`src/rtl/axis_circular_pkg.sv`:
```
// Shared definitions for the circular-buffer capture/readout path.
// Holds the readout FSM states, FIFO sizing and the modulo-depth address helper.
package axis_circular_pkg;

    typedef enum logic [1:0] {
        IDLE  = 2'd0,
        RUN   = 2'd1,
        DRAIN = 2'd2
    } unroll_state_e;

    localparam int FIFO_DEPTH = 2;

    // (a - b) mod 2^addr_width; callers truncate the result to their address width.
    function automatic logic [31:0] circ_sub(input logic [31:0] a,
                                             input logic [31:0] b,
                                             input int unsigned addr_width);
        logic [31:0] mask;
        mask = (32'd1 << addr_width) - 32'd1;
        return (a - b) & mask;
    endfunction

endpackage

```
`src/rtl/axis_circular_unroller_fifo.sv`:
```
// Two-entry register FIFO carrying {tuser?, tlast, tdata} between the BRAM read
// port and the stream output; count feeds the read-issue credit check.
module axis_circular_unroller_fifo
    import axis_circular_pkg::*;
#(
    parameter int WIDTH = 33
) (
    input  logic             clk,
    input  logic             flush,
    input  logic             wr_en,
    input  logic [WIDTH-1:0] wr_data,
    input  logic             rd_en,
    output logic [WIDTH-1:0] rd_data,
    output logic             valid,
    output logic [1:0]       count
);

    logic [WIDTH-1:0] mem [FIFO_DEPTH];
    // With exactly two entries the pointers are single bits that toggle.
    logic             wr_ptr;
    logic             rd_ptr;

    always_ff @(posedge clk) begin
        if (flush) begin
            wr_ptr <= 1'b0;
            rd_ptr <= 1'b0;
            count  <= 2'd0;
        end else begin
            if (wr_en) begin
                mem[wr_ptr] <= wr_data;
                wr_ptr      <= ~wr_ptr;
            end
            if (rd_en) begin
                rd_ptr <= ~rd_ptr;
            end
            count <= count + 2'(wr_en) - 2'(rd_en);
        end
    end

    assign rd_data = mem[rd_ptr];
    assign valid   = (count != 2'd0);

endmodule

```
`src/rtl/axis_circular_unroller.sv`:
```
// Reads the circular capture BRAM back in chronological order as one AXI4-Stream
// packet. Optional tuser trigger marker enabled by AXIS_CIRCULAR_UNROLLER_TUSER_EN.
module axis_circular_unroller
    import axis_circular_pkg::*;
#(
    parameter int AXIS_TDATA_WIDTH = 32,
    parameter int BRAM_ADDR_WIDTH  = 10,
    parameter int CNTR_WIDTH       = 32
) (
    input  logic                        aclk,
    input  logic                        areset,
    input  logic                        start,
    input  logic [CNTR_WIDTH-1:0]       trigger_pos,
    input  logic [CNTR_WIDTH-1:0]       cfg_pretrig,
    input  logic [CNTR_WIDTH-1:0]       cfg_length,
    output logic                        busy,
    output logic                        done,
    output logic [BRAM_ADDR_WIDTH-1:0]  bram_porta_addr,
    output logic                        bram_porta_en,
    input  logic [AXIS_TDATA_WIDTH-1:0] bram_porta_rddata,
    input  logic                        m_axis_tready,
    output logic [AXIS_TDATA_WIDTH-1:0] m_axis_tdata,
    output logic                        m_axis_tvalid,
    output logic                        m_axis_tlast
`ifdef AXIS_CIRCULAR_UNROLLER_TUSER_EN
    ,
    output logic                        m_axis_tuser
`endif
);

    localparam int AW = BRAM_ADDR_WIDTH;
    localparam logic [CNTR_WIDTH-1:0] DEPTH_C = CNTR_WIDTH'(1) << AW;
`ifdef AXIS_CIRCULAR_UNROLLER_TUSER_EN
    localparam int FW = AXIS_TDATA_WIDTH + 2;
`else
    localparam int FW = AXIS_TDATA_WIDTH + 1;
`endif

    unroll_state_e state_q, state_d;

    logic [AW-1:0] addr_q;
    logic [AW:0]   remaining_q;
    logic          rd_pending_q;
    logic          rd_last_q;
    logic          zero_done_q;
    logic [AW:0]   len_clipped;
    logic          start_ok;
    logic          issue;
    logic          issue_last;
    logic          pop;
    logic          last_hs;
    logic [2:0]    reserved;

    logic [FW-1:0] fifo_wr_data;
    logic [FW-1:0] fifo_out;
    logic          fifo_valid;
    logic [1:0]    fifo_count;

`ifdef AXIS_CIRCULAR_UNROLLER_TUSER_EN
    logic [AW-1:0] trig_addr_q;
    logic          rd_user_q;
`endif

    // Lengths beyond one full buffer are clipped to the buffer depth.
    always_comb begin
        len_clipped = cfg_length[AW:0];
        if (cfg_length >= DEPTH_C) begin
            len_clipped = {1'b1, {AW{1'b0}}};
        end
    end

    // reserved counts FIFO slots already spoken for, including the read in flight.
    assign reserved   = {1'b0, fifo_count} + {2'b00, rd_pending_q};
    assign pop        = fifo_valid & m_axis_tready;
    assign start_ok   = (state_q == IDLE) && start;
    assign issue      = (state_q == RUN) && (remaining_q != '0)
                        && ((reserved - {2'b00, pop}) < 3'd2);
    assign issue_last = issue && (remaining_q == (AW+1)'(1));
    assign last_hs    = pop & fifo_out[AXIS_TDATA_WIDTH];

    always_comb begin
        state_d = state_q;
        case (state_q)
            IDLE: begin
                if (start && (cfg_length != '0)) begin
                    state_d = RUN;
                end
            end
            RUN: begin
                if (issue_last) begin
                    state_d = DRAIN;
                end
            end
            DRAIN: begin
                if (last_hs) begin
                    state_d = IDLE;
                end
            end
            default: state_d = IDLE;
        endcase
    end

    always_ff @(posedge aclk) begin
        if (areset) begin
            state_q      <= IDLE;
            addr_q       <= '0;
            remaining_q  <= '0;
            rd_pending_q <= 1'b0;
            rd_last_q    <= 1'b0;
            zero_done_q  <= 1'b0;
        end else begin
            state_q      <= state_d;
            rd_pending_q <= issue;
            rd_last_q    <= issue_last;
            zero_done_q  <= start_ok && (cfg_length == '0);
            if (start_ok) begin
                addr_q      <= AW'(circ_sub(32'(trigger_pos), 32'(cfg_pretrig), AW));
                remaining_q <= len_clipped;
            end else if (issue) begin
                addr_q      <= addr_q + AW'(1);
                remaining_q <= remaining_q - (AW+1)'(1);
            end
        end
    end

`ifdef AXIS_CIRCULAR_UNROLLER_TUSER_EN
    // The trigger sample is recognised by address, so it is flagged only if read.
    always_ff @(posedge aclk) begin
        if (areset) begin
            trig_addr_q <= '0;
            rd_user_q   <= 1'b0;
        end else begin
            if (start_ok) begin
                trig_addr_q <= AW'(trigger_pos);
            end
            rd_user_q <= issue && (addr_q == trig_addr_q);
        end
    end

    assign fifo_wr_data = {rd_user_q, rd_last_q, bram_porta_rddata};
    assign m_axis_tuser = fifo_valid & fifo_out[AXIS_TDATA_WIDTH+1];
`else
    assign fifo_wr_data = {rd_last_q, bram_porta_rddata};
`endif

    axis_circular_unroller_fifo #(
        .WIDTH (FW)
    ) u_fifo (
        .clk     (aclk),
        .flush   (areset),
        .wr_en   (rd_pending_q),
        .wr_data (fifo_wr_data),
        .rd_en   (pop),
        .rd_data (fifo_out),
        .valid   (fifo_valid),
        .count   (fifo_count)
    );

    assign busy            = (state_q != IDLE);
    assign done            = last_hs | zero_done_q;
    assign bram_porta_en   = issue;
    assign bram_porta_addr = addr_q;
    assign m_axis_tvalid   = fifo_valid;
    assign m_axis_tdata    = fifo_out[AXIS_TDATA_WIDTH-1:0];
    assign m_axis_tlast    = fifo_valid & fifo_out[AXIS_TDATA_WIDTH];

endmodule
```
`config.mk`:
```
export PLATFORM = sky130hd
export DESIGN_NAME = axis_circular_unroller
export DESIGN_NICKNAME = d
export VERILOG_FILES = /design/src/rtl/axis_circular_pkg.sv /design/src/rtl/axis_circular_unroller_fifo.sv /design/src/rtl/axis_circular_unroller.sv
export SDC_FILE = /design/constraint.sdc
export NUM_CORES = 1
export LEC_CHECK = 0
export BUFFER_PORTS_ARGS = -buffer_cell sky130_fd_sc_hd__clkbuf_2
export CAP_MARGIN = 10
export CORE_AREA = 2 2 109 111
export DETAILED_ROUTE_END_ITERATION = 7
export DIE_AREA = 0 0 111 113
export PLACE_DENSITY = 0.64
export SETUP_SLACK_MARGIN = 0.05
export SLEW_MARGIN = 20
export SYNTH_ARGS = -nofsm -noshare
export SYNTH_HDL_FRONTEND = slang
export SYNTH_SLANG_ARGS = --single-unit
```
`constraint.sdc`:
```
create_clock -name aclk -period 4.55 [get_ports aclk]
set_input_delay 0.6825 -clock aclk [delete_from_list [all_inputs] [get_ports aclk]]
set_output_delay 0.6825 -clock aclk [all_outputs]
set_load 0.02 [all_outputs]
```
==> results.yml, run 1 <==
clock_tree:
  hold_buffers: 0
  clockBufferDepth: 2
  cts.sinks: 97
  cts_resized: 0
  insertion_delay_ps: 340
  htreeDepth: 3
  root_buffer: "clkbuf_16"
  numCtsBuffers: 9
  post_cts_buffers: 0
  clkTransAtPathRegs_ps: 70
  cts_tree: "yes"
finish:
  multi_input_area_um2: 1724
  final_cells: 645
  n_fill_cell: 1050
  ff_latch_area_um2: 2603
  final_nets: 646
  diodes: 0
  layout-drive-gt1-share: 0.3845
  syn_to_final_growth_pct: 24.56
  final_cell_mix: "clkbuf_2, edfxtp_1, mux2_2"
  final_area_um2: 5578
  layout_commonest_cell: "clkbuf_2"
floorplanning:
  std_cell_rows: 39
  dieWidth_um: 111
  ios: 179
  core_area_um2: 11270
  die_h_um: 113
  initial_core_util: 0.3973
  dieArea_um2: 12540
setup_path:
  crit_arrival_ps: 3320
  cp-end-kind: "output port"
  ff2ff_path_depth: 15
  cp_data_required_time_ps: 3870
  cp_max_fo: 22
  critPathKind: "flop to output port"
  crit_path_start_kind: "flop"
sta:
  fin_crit_ps: 4007
  finalSetupViolations: 0
  worst_pin_slew_ps: 813.5
  slew_headroom: 0.4577
  whs_ps: 420.0
  period_share: 0.8806
  rsz0062_at_grt: "false"
  tns_ps: 0
  drv_slew: 0
  fin_worst_skew_ps: 7.467
  max_freq_mhz: 249.6
  fin_ws_ps: 543.2
  hold_viol_final: 0
yosys:
  synth-edff-count: 66
  syn_avg_cell_area_um2: 12.30
  synthTopCellsByArea: "edfxtp_1, dfxtp_1, mux2_2, ha_1, xnor2_1"
  ys_seq_area_frac: 0.5812
  synthesis.nets: 513
  ys_ff_latch: 97
  synth_top_area_frac: 0.4426
  async_reset_ff_frac: 0
  ys_dominant_reg_cell: "edfxtp_1"
  yosysWarnings: 0
  netlist_instances: 364
  yosys.area.top_type: "edfxtp_1"
  synth_cell_types: 51
  syn-cell-area_um2: 4478
power:
  ir_drop_mv: 0.2061
  p_leak_nw: 2.264
  p_per_area_nw_per_um2: 487.4
place:
  placed_cell_area_um2: 5280
  dp_hpwl_um: 6755
  place_ws_ps: 640.9
  gp_congestion: 0.7880
  dp_cells: 629
  port_buffers: 134
run:
  cap_violations: 0
grt:
  antenna_found_initial: 0
  grt_max_degree: 34
  grt_first_pass_wirelength_um: 15350
  grt-ovfl-total: 0
  grt_pass1_vias: 3227
  grtUsageTotal: 0.1522
outcome:
  outcome: "completed"
route:
  vias_per_cell: 5.115
  routed_wl_um: 9392
  drt_iter0_drc: 152
  firstDrtPassIters: 4
  ant_nets: 0
  drc: 0
  vias: 3299
  wl_per_cell_um: 14.56
worst_hold_path:
  hold_depth: 0
  holdCritPathClass: "flop to flop"
==> final cells by class <==
class                           count  area share
Multi-Input combinational cell    230      0.3091
Clock buffer                       10     0.04105
Timing Repair Buffer              136      0.1229
Tap cell                          143     0.03208
Inverter                           23     0.01593
Sequential cell                    97      0.4666
Clock inverter                      6     0.01234
==> cells in the mapped netlist, types with 3 or more instances <==
cell / number
dfxtp_1: 31
o21a_1: 3
nor3_1: 10
ha_1: 15
nand3_1: 7
nand2_1: 21
a22oi_1: 3
mux2_2: 33
nor2_1: 23
nor4_1: 9
a211oi_1: 8
nand4_1: 5
nor2b_1: 6
o22ai_1: 3
xor2_1: 7
a21oi_1: 19
edfxtp_1: 66
and3_1: 4
xnor2_1: 13
clkbuf_1: 11
o21ai_0: 7
inv_1: 22
==> report_power, final <==
part           internal [W]  switching, W
Sequential          0.00103     0.0000626
Combinational      0.000367      0.000505
Clock              0.000429      0.000320
Total               0.00183      0.000888
==> routing by layer <==
metal / wire length [µm] / part of all wire / global-route usage / vias to the layer above
li1: - / - / - / 1617
met1: 4203 / 0.45 / 0.1988 / 1548
met2: 4522 / 0.48 / 0.2487 / 114
met3: 478 / 0.051 / 0.03214 / 20
met4: 189 / 0.020 / 0.06250 / 0
met5: 0 / 0 / 0 / -
==> through the flow <==
step                  util  total power (W)
floorplan                -         0.001766
global placement    0.4684         0.001976
detailed placement  0.4684         0.001993
CTS                 0.4948         0.002750
global route        0.4948         0.002875
finish              0.4948         0.002718
==> flip-flops by register name, indices dropped and copies added (netlist names), named ones only <==
name	count
bram_porta_addr	10
rd_last_q	1
rd_pending_q	1
remaining_q	11
state_q	2
u_fifo.count	2
u_fifo.mem	66
u_fifo.rd_ptr	1
u_fifo.wr_ptr	1
zero_done_q	1
==> worst max-delay path, stage by stage, from the launching register on <==
cell      delay, ps
dfxtp_1         320
inv_1           120
nand2_1          80
nand2_1         120
inv_1            70
ha_1            270
inv_1            40
ha_1            180
fa_1            370
xnor2_1         130
or4b_1          470
a31o_1          350
inv_4           250
clkbuf_2        220
==> path summary, 6_finish.rpt <==
| check | from | end | slack [ps] |
|---|---|---|---|
| worst min-delay path | rd_last_q | u_fifo.mem[1][32] | 420 |
| worst min register to register | rd_last_q | u_fifo.mem[1][32] | 420 |
| worst max-delay path | u_fifo.count[1] | bram_porta_en | 540 |
| worst max register to register | u_fifo.count[1] | remaining_q[4] | 1070 |
==> kinds of logic after synthesis <==
family / after synthesis / share of synthesized area
adder cells (fa/ha/maj): 17 / 0.05085
AO/OA/AOI/OAI: 55 / 0.07796
XOR/XNOR: 20 / 0.03912
flip-flops: 97 / 0.5812
AND/OR/NAND/NOR: 103 / 0.1283
multiplexers: 35 / 0.08746
buffers and inverters: 37 / 0.03521
(Power assumes the default switching activity.)
==> inputs of run 2 (changes only) <==
PLACE_DENSITY = 0.71   (was 0.64)
==> run 2 against run 1 <==
Against the previous run:
- non-clock buffer count up 1
- clock power up 5.7%
- clock skew increased by 0.59 ps
- worst hold slack better by 19 ps
- register-to-register slack lost 70 ps
- fmax fell by 0.56%
- first-iteration DRC count decreased by 3.3%
- largest power group unchanged
==> results.yml, run 2 (synthesized netlist as in run 1, its figures left out) <==
finish:
  top_register: "u_fifo.mem"
  diodes: 0
  n_fill_cell: 1022
  final_cells: 646
  final_nets: 647
  layout-drive-gt1-share: 0.3837
  largest_reg_flops: 66
  utilization: 0.4972
  syn_to_final_growth_pct: 25.15
  layout_commonest_cell: "clkbuf_2"
  final_cell_mix: "clkbuf_2, edfxtp_1, mux2_2"
setup_path:
  reg2reg_from: "u_fifo.count[1]"
  crit_path_start_kind: "flop"
  worstPathCellList: "inv_1 > nand2_1 > nand2_1 > inv_1 > ha_1 > inv_1 > ha_1 > fa_1 > or4b_1 > a31o_1 > inv_4 > clkbuf_2"
  cp_slowest_stage_delay_ps: 520
  cp_common_cell: "inv_1"
  cp_max_fo: 22
  r2r_setup_slack_ps: 1000
  crit_arrival_ps: 3350
  cp-end-kind: "output port"
  slowest_stage: "or4b_1"
  cp_data_required_time_ps: 3870
  r2r_end: "remaining_q[4]"
  critPathKind: "flop to output port"
  ff2ff_path_depth: 14
floorplanning:
  ios: 179
  std_cell_rows: 39
  die_h_um: 113
  dieWidth_um: 111
  initial_core_util: 0.3973
  core_area_um2: 11270
  dieArea_um2: 12540
grt:
  grt_first_pass_wirelength_um: 15720
  antenna_found_initial: 0
  grt_pass1_vias: 3318
  grt-ovfl-total: 0
  grt_max_degree: 34
  grtUsageTotal: 0.1538
clock_tree:
  clockBufferDepth: 2
  cts_resized: 0
  hold_buffers: 0
  cts.sinks: 97
  cts_tree: "yes"
  clkTransAtPathRegs_ps: 70
  post_cts_buffers: 0
  insertion_delay_ps: 340
  numCtsBuffers: 9
  root_buffer: "clkbuf_16"
  htreeDepth: 3
route:
  wl_per_cell_um: 14.67
  wl_met3_um: 568
  ant_nets: 0
  top_layer_used: "met4"
  wl_met1_um: 4141
  drt_iter0_drc: 147
  wl_met2_um: 4662
  vias: 3273
  vias_per_cell: 5.067
  routed_wl_um: 9479
  drc: 0
  firstDrtPassIters: 6
power:
  p_leak_nw: 2.273
  ir_drop_mv: 0.2913
  p_per_area_nw_per_um2: 493.7
place:
  dp_cells: 630
  gp_congestion: 0.7884
  dp_hpwl_um: 7000
  port_buffers: 134
sta:
  fin_crit_ps: 4030
  period_share: 0.8856
  rsz0062_at_grt: "false"
  fin_worst_skew_ps: 8.061
  max_freq_mhz: 248.2
  hold_viol_final: 0
  finalSetupViolations: 0
  drv_slew: 0
  worst_pin_slew_ps: 796.7
  tns_ps: 0
  slew_headroom: 0.4676
run:
  cap_violations: 0
outcome:
  outcome: "completed"
worst_hold_path:
  hold_depth: 0
  hp-start: "rd_last_q"
  holdCritPathClass: "flop to flop"
  hold-path-endpoint: "u_fifo.mem[0][32]"
run 2: cell type report:
| cell class | instances | area (µm²) | area share |
|---|---|---|---|
| clock buffer | 9 | 225.2 | 0.04019 |
| clock inverter | 7 | 92.59 | 0.01652 |
| inverter | 23 | 88.84 | 0.01585 |
| multi-input combinational | 230 | 1723 | 0.3074 |
| sequential | 97 | 2603 | 0.4644 |
| tap | 143 | 178.9 | 0.03193 |
| timing repair buffer | 137 | 693.2 | 0.1237 |
run 2: worst max path at each step:
stage,end,cells after the start,from,slack [ps]
detailed placement,bram_porta_en,12,m_axis_tready,610
global route,bram_porta_en,13,u_fifo.count[1],290
CTS,bram_porta_en,13,u_fifo.count[1],460
global placement,bram_porta_en,12,m_axis_tready,660
finish,bram_porta_en,12,u_fifo.count[1],520
floorplan,u_fifo.mem[0][0],3,areset,520
run 2: power breakdown:
group          leakage [nW]  switching (W)  internal (W)
sequential            0.852      0.0000614       0.00103
combinational          1.27       0.000510      0.000368
clock                 0.146       0.000312      0.000480
run 2: metrics by stage:
step / area [µm²] / setup WS, ps / total power (W) / hold WS (ps)
3_5_place_dp: 5286 / 608.7 / 0.002001 / 414.2
4_1_cts: 5604 / 461.4 / 0.002801 / 442.9
2_1_floorplan: 4478 / 516.9 / 0.001766 / 403.7
3_3_place_gp: 5286 / 657.9 / 0.001975 / 404.6
5_1_grt: 5604 / 288.4 / 0.002931 / 459.1
6_report: 5604 / 520.4 / 0.002767 / 439.2
run 2: routing by layer:
| metal | global-route usage | vias up |
|---|---|---|
| li1 | - | 1620 |
| met1 | 0.1913 | 1539 |
| met2 | 0.2683 | 101 |
| met3 | 0.03964 | 13 |
| met4 | 0.04083 | 0 |
| met5 | 0 | - |
run 2: worst max-delay path: cells and delay by family (launching register included):
family | cells | cell delay [ps]
buffers and inverters | 5 | 670
and+or+nand+nor | 3 | 730
adders and majority gates | 3 | 920
AOI/OAI and AO/OA | 1 | 350
DFF | 1 | 320
